$ cat src/rtl/seq_arb_rr_4req_hold.sv
// seq_arb_rr_4req_hold
//   Round-robin arbiter for one shared single-port resource and four
//   requesters. A grant is held until the owner signals done, the owner
//   drops its request, or HOLD_MAX cycles have elapsed (forced preemption).
//   Every grant is followed by a one-cycle bus-turnaround gap.
//
// Ports
//   clk      in   clock, rising edge
//   reset    in   asynchronous active-low reset
//   req      in   [3:0] request vector, req[i] = requester i wants the bus
//   done     in   current owner finished (looked at only while BUSY)
//   state    out  [1:0] FSM state code (IDLE=0, BUSY=1, GAP=2)
//   grant    out  [3:0] one-hot grant, 0000 outside BUSY
//   owner    out  [1:0] index of the current / most recent grantee
//   preempt  out  high during a GAP caused by hold-limit expiry
//
// state | meaning
// ------+-----------------------------------------------------------
// IDLE  | no owner, waiting for any request
// BUSY  | grant asserted to owner, hold counter running
// GAP   | one-cycle turnaround after a grant, grant forced to 0000
// BAD   | unused code, recovers to IDLE

module seq_arb_rr_4req_hold #(
  parameter int HOLD_MAX = 4
) (
  input  logic       clk,
  input  logic       reset,
  input  logic [3:0] req,
  input  logic       done,
  output logic [1:0] state,
  output logic [3:0] grant,
  output logic [1:0] owner,
  output logic       preempt
);

  typedef enum logic [1:0] {
    S_IDLE = 2'd0,
    S_BUSY = 2'd1,
    S_GAP  = 2'd2,
    S_BAD  = 2'd3
  } state_t;

  localparam logic [2:0] HOLD_LIM = 3'(HOLD_MAX);

  state_t     st;
  logic [1:0] ptr;
  logic [2:0] cnt;
  logic [1:0] win;
  logic       hold_exp;
  logic       release_now;

  // First requester found scanning ptr, ptr+1, ... with wrap-around.
  // Iterating from the farthest offset down lets the nearest one win.
  function automatic logic [1:0] pick(input logic [3:0] r, input logic [1:0] base);
    logic [1:0] idx;
    pick = base;
    for (int k = 3; k >= 0; k--) begin
      idx = base + 2'(k);
      if (r[idx]) pick = idx;
    end
  endfunction

  assign win         = pick(req, ptr);
  assign hold_exp    = (cnt == HOLD_LIM);
  assign release_now = done || !req[owner] || hold_exp;
  assign state       = st;

  always_ff @(posedge clk or negedge reset) begin
    if (!reset) begin
      st      <= S_IDLE;
      grant   <= 4'b0000;
      owner   <= 2'd0;
      preempt <= 1'b0;
      ptr     <= 2'd0;
      cnt     <= 3'd0;
    end else begin
      case (st)
        S_IDLE, S_GAP: begin
          preempt <= 1'b0;
          if (|req) begin
            st    <= S_BUSY;
            grant <= 4'b0001 << win;
            owner <= win;
            cnt   <= 3'd1;
          end else begin
            st    <= S_IDLE;
            grant <= 4'b0000;
          end
        end
        S_BUSY: begin
          if (release_now) begin
            st    <= S_GAP;
            grant <= 4'b0000;
            ptr   <= owner + 2'd1;
            // done on the limit cycle is an ordinary release, not a preemption
            preempt <= hold_exp && !done && req[owner];
          end else begin
            cnt     <= cnt + 3'd1;
            preempt <= 1'b0;
          end
        end
        default: begin
          st      <= S_IDLE;
          grant   <= 4'b0000;
          preempt <= 1'b0;
        end
      endcase
    end
  end

endmodule

$ cat config.mk
export PLATFORM = sky130hd
export DESIGN_NAME = seq_arb_rr_4req_hold
export DESIGN_NICKNAME = d
export VERILOG_FILES = /design/src/rtl/seq_arb_rr_4req_hold.sv
export SDC_FILE = /design/constraint.sdc
export NUM_CORES = 1
export LEC_CHECK = 0
export BUFFER_PORTS_ARGS = -buffer_cell sky130_fd_sc_hd__buf_2
export CAP_MARGIN = 5
export CORE_UTILIZATION = 51
export DETAILED_ROUTE_END_ITERATION = 10
export PLACE_DENSITY = 0.78
export SETUP_SLACK_MARGIN = 0.1
export SLEW_MARGIN = 5
export SYNTH_ARGS = -nofsm -noshare
export SYNTH_HDL_FRONTEND = slang
export SYNTH_SLANG_ARGS = --single-unit
$ cat constraint.sdc
create_clock -name clk -period 2.1 [get_ports clk]
set_clock_uncertainty 0.05 [all_clocks]
set_input_delay 0.21 -clock clk [delete_from_list [all_inputs] [get_ports clk]]
set_output_delay 0.21 -clock clk [all_outputs]
set_load 0.05 [all_outputs]
### Word level (Yosys, flattened, before mapping)

Cells that the tools add are included.

* bits in registers: 14
* bits of input ports: 7

* $add $sub $neg: 5
* order comparisons: 5
* equal/unequal tests: 6
* shifts and indexed selects: 1
* multiplexer cells: 25
* reduce and logical (&&, ||, !) cells: 13

Operator list (number)
* $lt 2x3->1 const B: 5
* $bmux 1 s2: 5
* $mux 2: 5
* $mux 1: 8
* $mux 4: 2
* $pmux 4 s2: 1
* $mux 3: 2
* $ne 2x2->1 const B: 3
* $pmux 3 s2: 1
* $add 2x1->2 const B: 2
* $add 2x2->2 const B: 2
* $pmux 2 s2: 1
* $reduce_and 2->1: 2
* $reduce_or 4->1: 1
* $shl 1x2->4 const A: 1
* $add 3x1->3 const B: 1
* $eq 3x3->1 const B: 1
* $reduce_and 3->1: 1
* $eq 2x1->1 const B: 1
* $eq 2x2->1 const B: 1
* $logic_and 1x1->1: 2
* $logic_not 1->1: 2
* $logic_not 2->1: 1
* $logic_or 1x1->1: 2
* 2 further kinds: 2

### Logic depth before layout (Yosys ltp)

Gate-level depths: netlist of the first run.

* word-level depth: 10
* mapped depth: 7
* depth with buffers taken out: 6

### Worst setup path after synthesis of the first run

Ideal clock, no wire load.

* kind: flip-flop to flip-flop
* from: register owner[1]
* to: register grant[1]
* library setup time: 121 ps
* data arrival time: 1779 ps
* path slack: 150 ps
* stages on the path, launching flop included: 5
* path through: dfrtp_1 > mux4_2 > and4b_1 > buf_6 > a22o_1

* word-level cells in the longest chain between the ends: 6

Ends and longest elaborated chain
* start: declaration: RTL line 33 `output logic [1:0] owner,`
* start signal: assignment: RTL line 84 `owner <= win;`
* $bmux 1 s2: RTL line 66 `assign release_now = done || !req[owner] || hold_exp;`
* $mux 1 (implied by the code): RTL line 66
* $logic_not 1->1: RTL line 66
* $logic_or 1x1->1 (2 in a row): RTL line 66
* $ne 2x2->1 (no line)
* end signal: assignment: RTL line 83 `grant <= 4'b0001 << win;`
* end: declaration: RTL line 32 `output logic [3:0] grant,`

No other way between the ends. The select of a mux whose other input is x is not followed.
A chain may end at the register's enable or synchronous reset.

### Final worst setup path of the first run

* from: register owner[1]
* to: register grant[3]

Same word-level chain as after synthesis.

==> results of run 1 <==
-- cell families after synthesis --
group,after synthesis
DFF,14
and+or+nand+nor,24
muxes,1
xor gates and xnor gates,1
AOI/OAI and AO/OA,25
adders and majority gates,2
buffers and inverters,4
-- cell usage after synthesis (all sizes together), types with 2 or more instances --
cell,n,area [um2]
inv,3,11.26
a22o,2,17.52
or2b,2,15.01
o31ai,2,15.01
nand2,5,18.77
a21oi,10,50.05
o22a,2,17.52
a21boi,2,15.02
o21ai,3,15.01
dfrtp,14,350.3
nor2b,2,12.51
or2,2,12.52
nand2b,2,12.51
a21o,2,15.01
and4b,2,20.02
nor3,2,10.01
ha,2,25.02
nor2,4,15.01
-- cell type report --
cell class	instances	area (um2)
clock buffer	3	22.52
fill	109	475.5
inverter	3	11.26
multi-input combinational	53	354.1
sequential	14	350.3
tap	15	18.77
timing repair buffer	16	85.08
-- registers in the layout (all words and copies together), names as in the netlist --
| register | count |
|---|---|
| state | 2 |
| preempt | 1 |
| ptr | 2 |
| owner | 2 |
| grant | 4 |
| cnt | 3 |
-- routing by layer --
| layer | wire length (um) | share of wire |
|---|---|---|
| met5 | 0 | 0 |
| met4 | 21 | 0.014 |
| met3 | 91 | 0.061 |
| met2 | 684 | 0.46 |
| met1 | 688 | 0.46 |
-- per-stage QoR --
step           setup slack [ps]  instance area [um2]    util  hold WS (ps)
6_report                  432.6                842.1  0.6391         281.9
5_1_grt                   281.7                842.1  0.6391         317.3
4_1_cts                   433.2                842.1  0.6391         291.5
3_5_place_dp              431.4                809.5  0.6144         65.33
3_3_place_gp              484.6                809.5  0.6144         65.79
2_1_floorplan             149.6                726.9       -        -135.6
-- final timing paths --
| path | start | to | cells after the start |
|---|---|---|---|
| max in group asynchronous | reset | ptr[0] | 2 |
| hold reg to reg | grant[2] | grant[2] | 2 |
| hold / removal | reset | ptr[1] | 2 |
| setup reg to reg | owner[1] | grant[3] | 3 |
| min in group clk | done | state[1] | 3 |
| setup / recovery | owner[1] | grant[3] | 3 |
-- worst max-delay path, stage by stage, from the launching register on --
cell     delay (ps)
dfrtp_1         410
mux4_2          540
and4b_1         290
a22o_1          260
-- power by group through the flow --
stage	combinational [W]	sequential (W)	clock, W
floorplan	0.000298	0.000689	0
global placement	0.000660	0.000466	0
detailed placement	0.000671	0.000472	0
CTS	0.000673	0.000468	0.000154
global route	0.000734	0.000484	0.000164
finish	0.000672	0.000469	0.000148
==> flow_metrics.tcl, run 1 <==
set metrics [dict create \
    powerDensity_mw_per_mm2 1531 \
    avgSynthCellArea_um2 10.24 \
    synthAdderAreaFrac 0.03442 \
    area_growth_pct 15.83 \
    final_cell_count_no_fill 104 \
    p_clk_frac 0.115 \
    clock-sinks 14 \
    die_h_um 39.76 \
    worstSetupStartpointType "flip-flop" \
    worst_pin_slew_ps 571.2 \
    path_clk_slew_ps 80 \
    cts_hold_buf 1 \
    grt_max_degree 15 \
    final_cell_mix "15 x buf_2, 14 x dfrtp_1, 10 x a21oi_1" \
    top_usage_layer "met2" \
    wirelength_mm 1.486 \
    synth_compound_area_frac 0.2186 \
    antenna_found_initial 0 \
    pwr-share-seq 0.364 \
    r2r_slack_ps 430 \
    synthCells 71 \
    cp-end-kind "flip-flop" \
    period_minus_slack_ps 1667 \
    firstDrtPassIters 4 \
    slew-limit-headroom 0.6157 \
    drtAntennaViolNets 0 \
    num_antenna_cells 0 \
    synth_top_family_by_area "compound AO/OA/AOI/OAI gates" \
    synthesis.area_um2 726.9 \
    cts_resized 0 \
    post-route-period-util 0.7940 \
    ios 16 \
    cts_tree "built" \
    p_int_w 0.0006567 \
    final_common_cell "buf_2" \
    grtUsageMet1 0.2971 \
    cts-root-buf "clkbuf_4" \
    cts-htree-levels 1 \
    grt_util_met2 0.3566 \
    ys_seq_area_frac 0.4819 \
    gp_congestion 0.8753 \
    drive_gt1_frac 0.2247 \
    critPathKind "flip-flop to flip-flop" \
    rows 13 \
    arrival_ps 1780 \
    num_vias 597 \
    post_cts_buffers 0 \
    p_total_w 0.001290 \
    drc 0 \
    netSwitchingFraction 0.4907 \
    fin_nets 100 \
    finalHoldViolCount 0 \
    ys_types 28 \
    routedWlPerCell_um 14.29 \
    die_w_um 39.76 \
    ir_drop_v 0.0008912 \
    max_cap_violations 0 \
    finalSetupTns_ps 0 \
    synth_enable_flop_cells 0 \
    max_freq_ghz 0.5997 \
    insertion_delay_ps 280 \
    first_global_vias 521 \
    setup_violations 0 \
    rsz0062_at_grt "false" \
    outcome "finished clean" \
    placedCellCount 100 \
    power_frac_comb 0.521 \
    initial_core_util 0.5518 \
    use_met3 0.08523 \
    synth_mux_area_frac 0.03098 \
    clk_path_buf_depth 2 \
    portBuffers 15 \
    hold_path_class "primary input to asynchronous set/reset pin" \
    viasPerCell 5.740 \
    hpwl_mm 1.106 \
    syn_nets 80 \
    ys_ff_latch 14 \
    critPathMaxFanout 9 \
    p_sw_w 0.0006328 \
    synth_ff_type "dfrtp_1" \
    synth_xor_area_frac 0.01205 \
    cts-buffers-inserted 3 \
    synthSimpleGateAreaFrac 0.1910 \
    grt_pass1_wl_mm 2.304 \
    worstPathRequired_ps 2210 \
    maxSlewViolCount 0 \
    dieArea_mm2 0.001580 \
    p_leak_nw 0.4178 \
    core_area_mm2 0.001318 \
    overflow 0 \
    drt_iter0_markers 30 \
    synth-warning-count 0 \
    grt_usage 0.2356 \
    async_reset_ff_frac 1.000 \
]
Power figures use the tool's default switching activity.
==> inputs of run 2 (changes only) <==
--- a/config.mk
+++ b/config.mk
@@ -5,11 +5,12 @@
 export SDC_FILE = /design/constraint.sdc
 export NUM_CORES = 1
 export LEC_CHECK = 0
+export ABC_AREA = 1
 export BUFFER_PORTS_ARGS = -buffer_cell sky130_fd_sc_hd__buf_2
 export CAP_MARGIN = 5
-export CORE_UTILIZATION = 51
+export CORE_UTILIZATION = 53
 export DETAILED_ROUTE_END_ITERATION = 10
-export PLACE_DENSITY = 0.78
+export PLACE_DENSITY = 0.79
 export SETUP_SLACK_MARGIN = 0.1
 export SLEW_MARGIN = 5
 export SYNTH_ARGS = -nofsm -noshare
==> constraint.sdc (replaced) <==
create_clock -name clk -period 1.74 [get_ports clk]
set_clock_uncertainty 0.05 [all_clocks]
set_input_delay 0.174 -clock clk [delete_from_list [all_inputs] [get_ports clk]]
set_output_delay 0.174 -clock clk [all_outputs]
set_load 0.05 [all_outputs]
==> run 2 against run 1 <==
  * Area after synthesis up 16%
  * Largest power group unchanged
  * Critical endpoint is now grant[1]
  * Final cell count is 55% higher
  * Clock power up 18%
  * Highest routed layer unchanged
  * Design area increased by 20%
  * Largest cell class unchanged
==> flow_metrics.tcl, run 2 <==
set metrics [dict create \
    outcome "finished clean" \
    synth_largest_area_cell "dfrtp_1" \
    rsz0062_at_grt "false" \
    synth_enable_flop_cells 0 \
    r2r_slack_ps 210 \
    grt_pass1_wl_mm 3.215 \
    rr_startpoint "ptr[0]" \
    critPathKind "flip-flop to flip-flop" \
    worstPathRequired_ps 1850 \
    core_area_mm2 0.001506 \
    synth.most_common_cell "nand2_1" \
    fill_cells 133 \
    cts-htree-levels 1 \
    holdWs_ps 107.9 \
    clock-sinks 14 \
    die_w_um 41.95 \
    rows 14 \
    critPathMaxFanout 6 \
    synthesis.area_um2 845.8 \
    period_minus_slack_ps 1534 \
    worstSetupStartpointType "flip-flop" \
    async_reset_ff_frac 1.000 \
    regArea_um2 352.8 \
    drtAntennaViolNets 0 \
    maxSlewViolCount 0 \
    dieArea_mm2 0.001760 \
    gp_congestion 0.7509 \
    synthCells 122 \
    routedWlPerCell_um 11.67 \
    path_clk_slew_ps 80 \
    wirelength_mm 1.879 \
    initial_core_util 0.5615 \
    cts_tree "built" \
    cts-buffers-inserted 3 \
    ys_ff_latch 14 \
    num_vias 856 \
    arrival_ps 1650 \
    area_growth_pct 19.53 \
    synth-warning-count 0 \
    max_freq_ghz 0.6519 \
    insertion_delay_ps 270 \
    cp-startpoint "ptr[0]" \
    powerDensity_mw_per_mm2 2024 \
    cts-root-buf "clkbuf_4" \
    grt_max_degree 15 \
    max_cap_violations 0 \
    antenna_found_initial 0 \
    p_total_w 0.002046 \
    ir_drop_v 0.001163 \
    viasPerCell 5.317 \
    ios 16 \
    netlist_top_cells_count "50 x nand2_1, 19 x inv_1, 14 x dfrtp_1" \
    firstDrtPassIters 4 \
    num_antenna_cells 0 \
    avgSynthCellArea_um2 6.933 \
    finalSetupTns_ps 0 \
    portBuffers 15 \
    final_cell_mix "47 x nand2_1, 18 x inv_1, 16 x buf_2" \
    syn_nets 131 \
    ys_types 17 \
    top_register "grant" \
    multiInputGateArea_um2 420.4 \
    setup_violations 0 \
    finalHoldViolCount 0 \
    cp-end-kind "flip-flop" \
    r2r_end "grant[1]" \
    reg2reg_depth 11 \
    yosysTopAreaCellShare 0.4142 \
    drive_gt1_frac 0.2483 \
    first_global_vias 767 \
    clk_path_buf_depth 2 \
    drt_iter0_markers 25 \
    fin_nets 156 \
    hpwl_mm 1.396 \
    worst_pin_slew_ps 312.4 \
    slew-limit-headroom 0.7917 \
    final_common_cell "nand2_1" \
    ys_seq_area_frac 0.4142 \
    cp-endpoint "grant[1]" \
    grt_usage 0.2382 \
    synthTopCellsByArea "dfrtp_1 41%, nand2_1 22%, inv_1 8.4%" \
    die_h_um 41.95 \
    post-route-period-util 0.8816 \
    synth_ff_type "dfrtp_1" \
    overflow 0 \
    hold_path_class "primary input to flip-flop" \
    p_leak_nw 0.6134 \
    top_regs "grant x4, cnt x3" \
    largest_register_ffs 4 \
    drc 0 \
    hold_depth 4 \
]
==> run 2: cell count changes in the layout (fill, tap and decap cells not counted), sizes merged, moves of 5 or more <==
cell,previous run,this run
nand2,5,53
inv,3,20
nand3,0,11
a21oi,10,1
buf,15,20
o21ai,3,8
==> run 2: kinds of logic after synthesis <==
kind of cell	after synthesis	share of synthesized area
XOR/XNOR	1	0.01036
adder cells (fa/ha/maj)	2	0.02958
AND/OR/NAND/NOR	73	0.3683
buffers and inverters	21	0.1021
AO/OA/AOI/OAI	11	0.07543
flip-flops	14	0.4142
==> run 2: per-stage QoR <==
stage	cell area (um2)	worst slack, ps	cells	util
global placement	929.6	142.6	152	0.6171
global route	1011	90.15	161	0.6711
CTS	963.4	129.0	156	0.6395
floorplan	845.8	191.1	122	-
finish	1011	206.0	161	0.6711
detailed placement	929.6	78.93	152	0.6171
==> run 2: worst min-delay path by stage <==
stage                      from  endpoint  slack [ps]
after global placement    reset   preempt          30
after detailed placement  reset   preempt          30
after global routing       done   preempt          90
final                      done   preempt         110
after floorplan           reset    cnt[0]        -170
after CTS                  done   preempt         100
==> run 2: worst max-delay path, stage by stage, from the launching register on <==
cell and delay (ps):
dfrtp_2 450, buf_2 180, o21ai_2 150, nand2_1 60
nand2_1 70, nand2_1 70, nand2_2 60, nand2_1 60
nand2_2 80, nand2_2 60, nand3_1 70, nand2_1 60
==> run 2: power by group <==
part,internal [W],switching [W]
Sequential,0.000449,0.000116
Clock,0.0000802,0.0000951
Combinational,0.000413,0.000893
Total,0.000943,0.00110
==> run 2: final cells by class <==
cell class                      count  share of cell area
Clock buffer                        3             0.02228
Inverter                           20             0.07426
Multi-Input combinational cell     87              0.4158
Sequential cell                    14              0.3490
Tap cell                           16             0.01980
Timing Repair Buffer               21              0.1188
==> run 2: repair_timing <==
action / CTS / global route
gates resized for setup: 1 / 9
endpoints found under the setup margin: 4 / 7
pin swaps: 0 / 4
hold buffers: 1 / 0
setup buffers: 0 / 5
hold endpoints to repair: 14 / 0
==> run 2: layer usage <==
layer / track usage / wire length, um
met4: 0.04516 / 10
met1: 0.3333 / 849
met2: 0.3719 / 917
met3: 0.06957 / 102
met5: 0 / 0
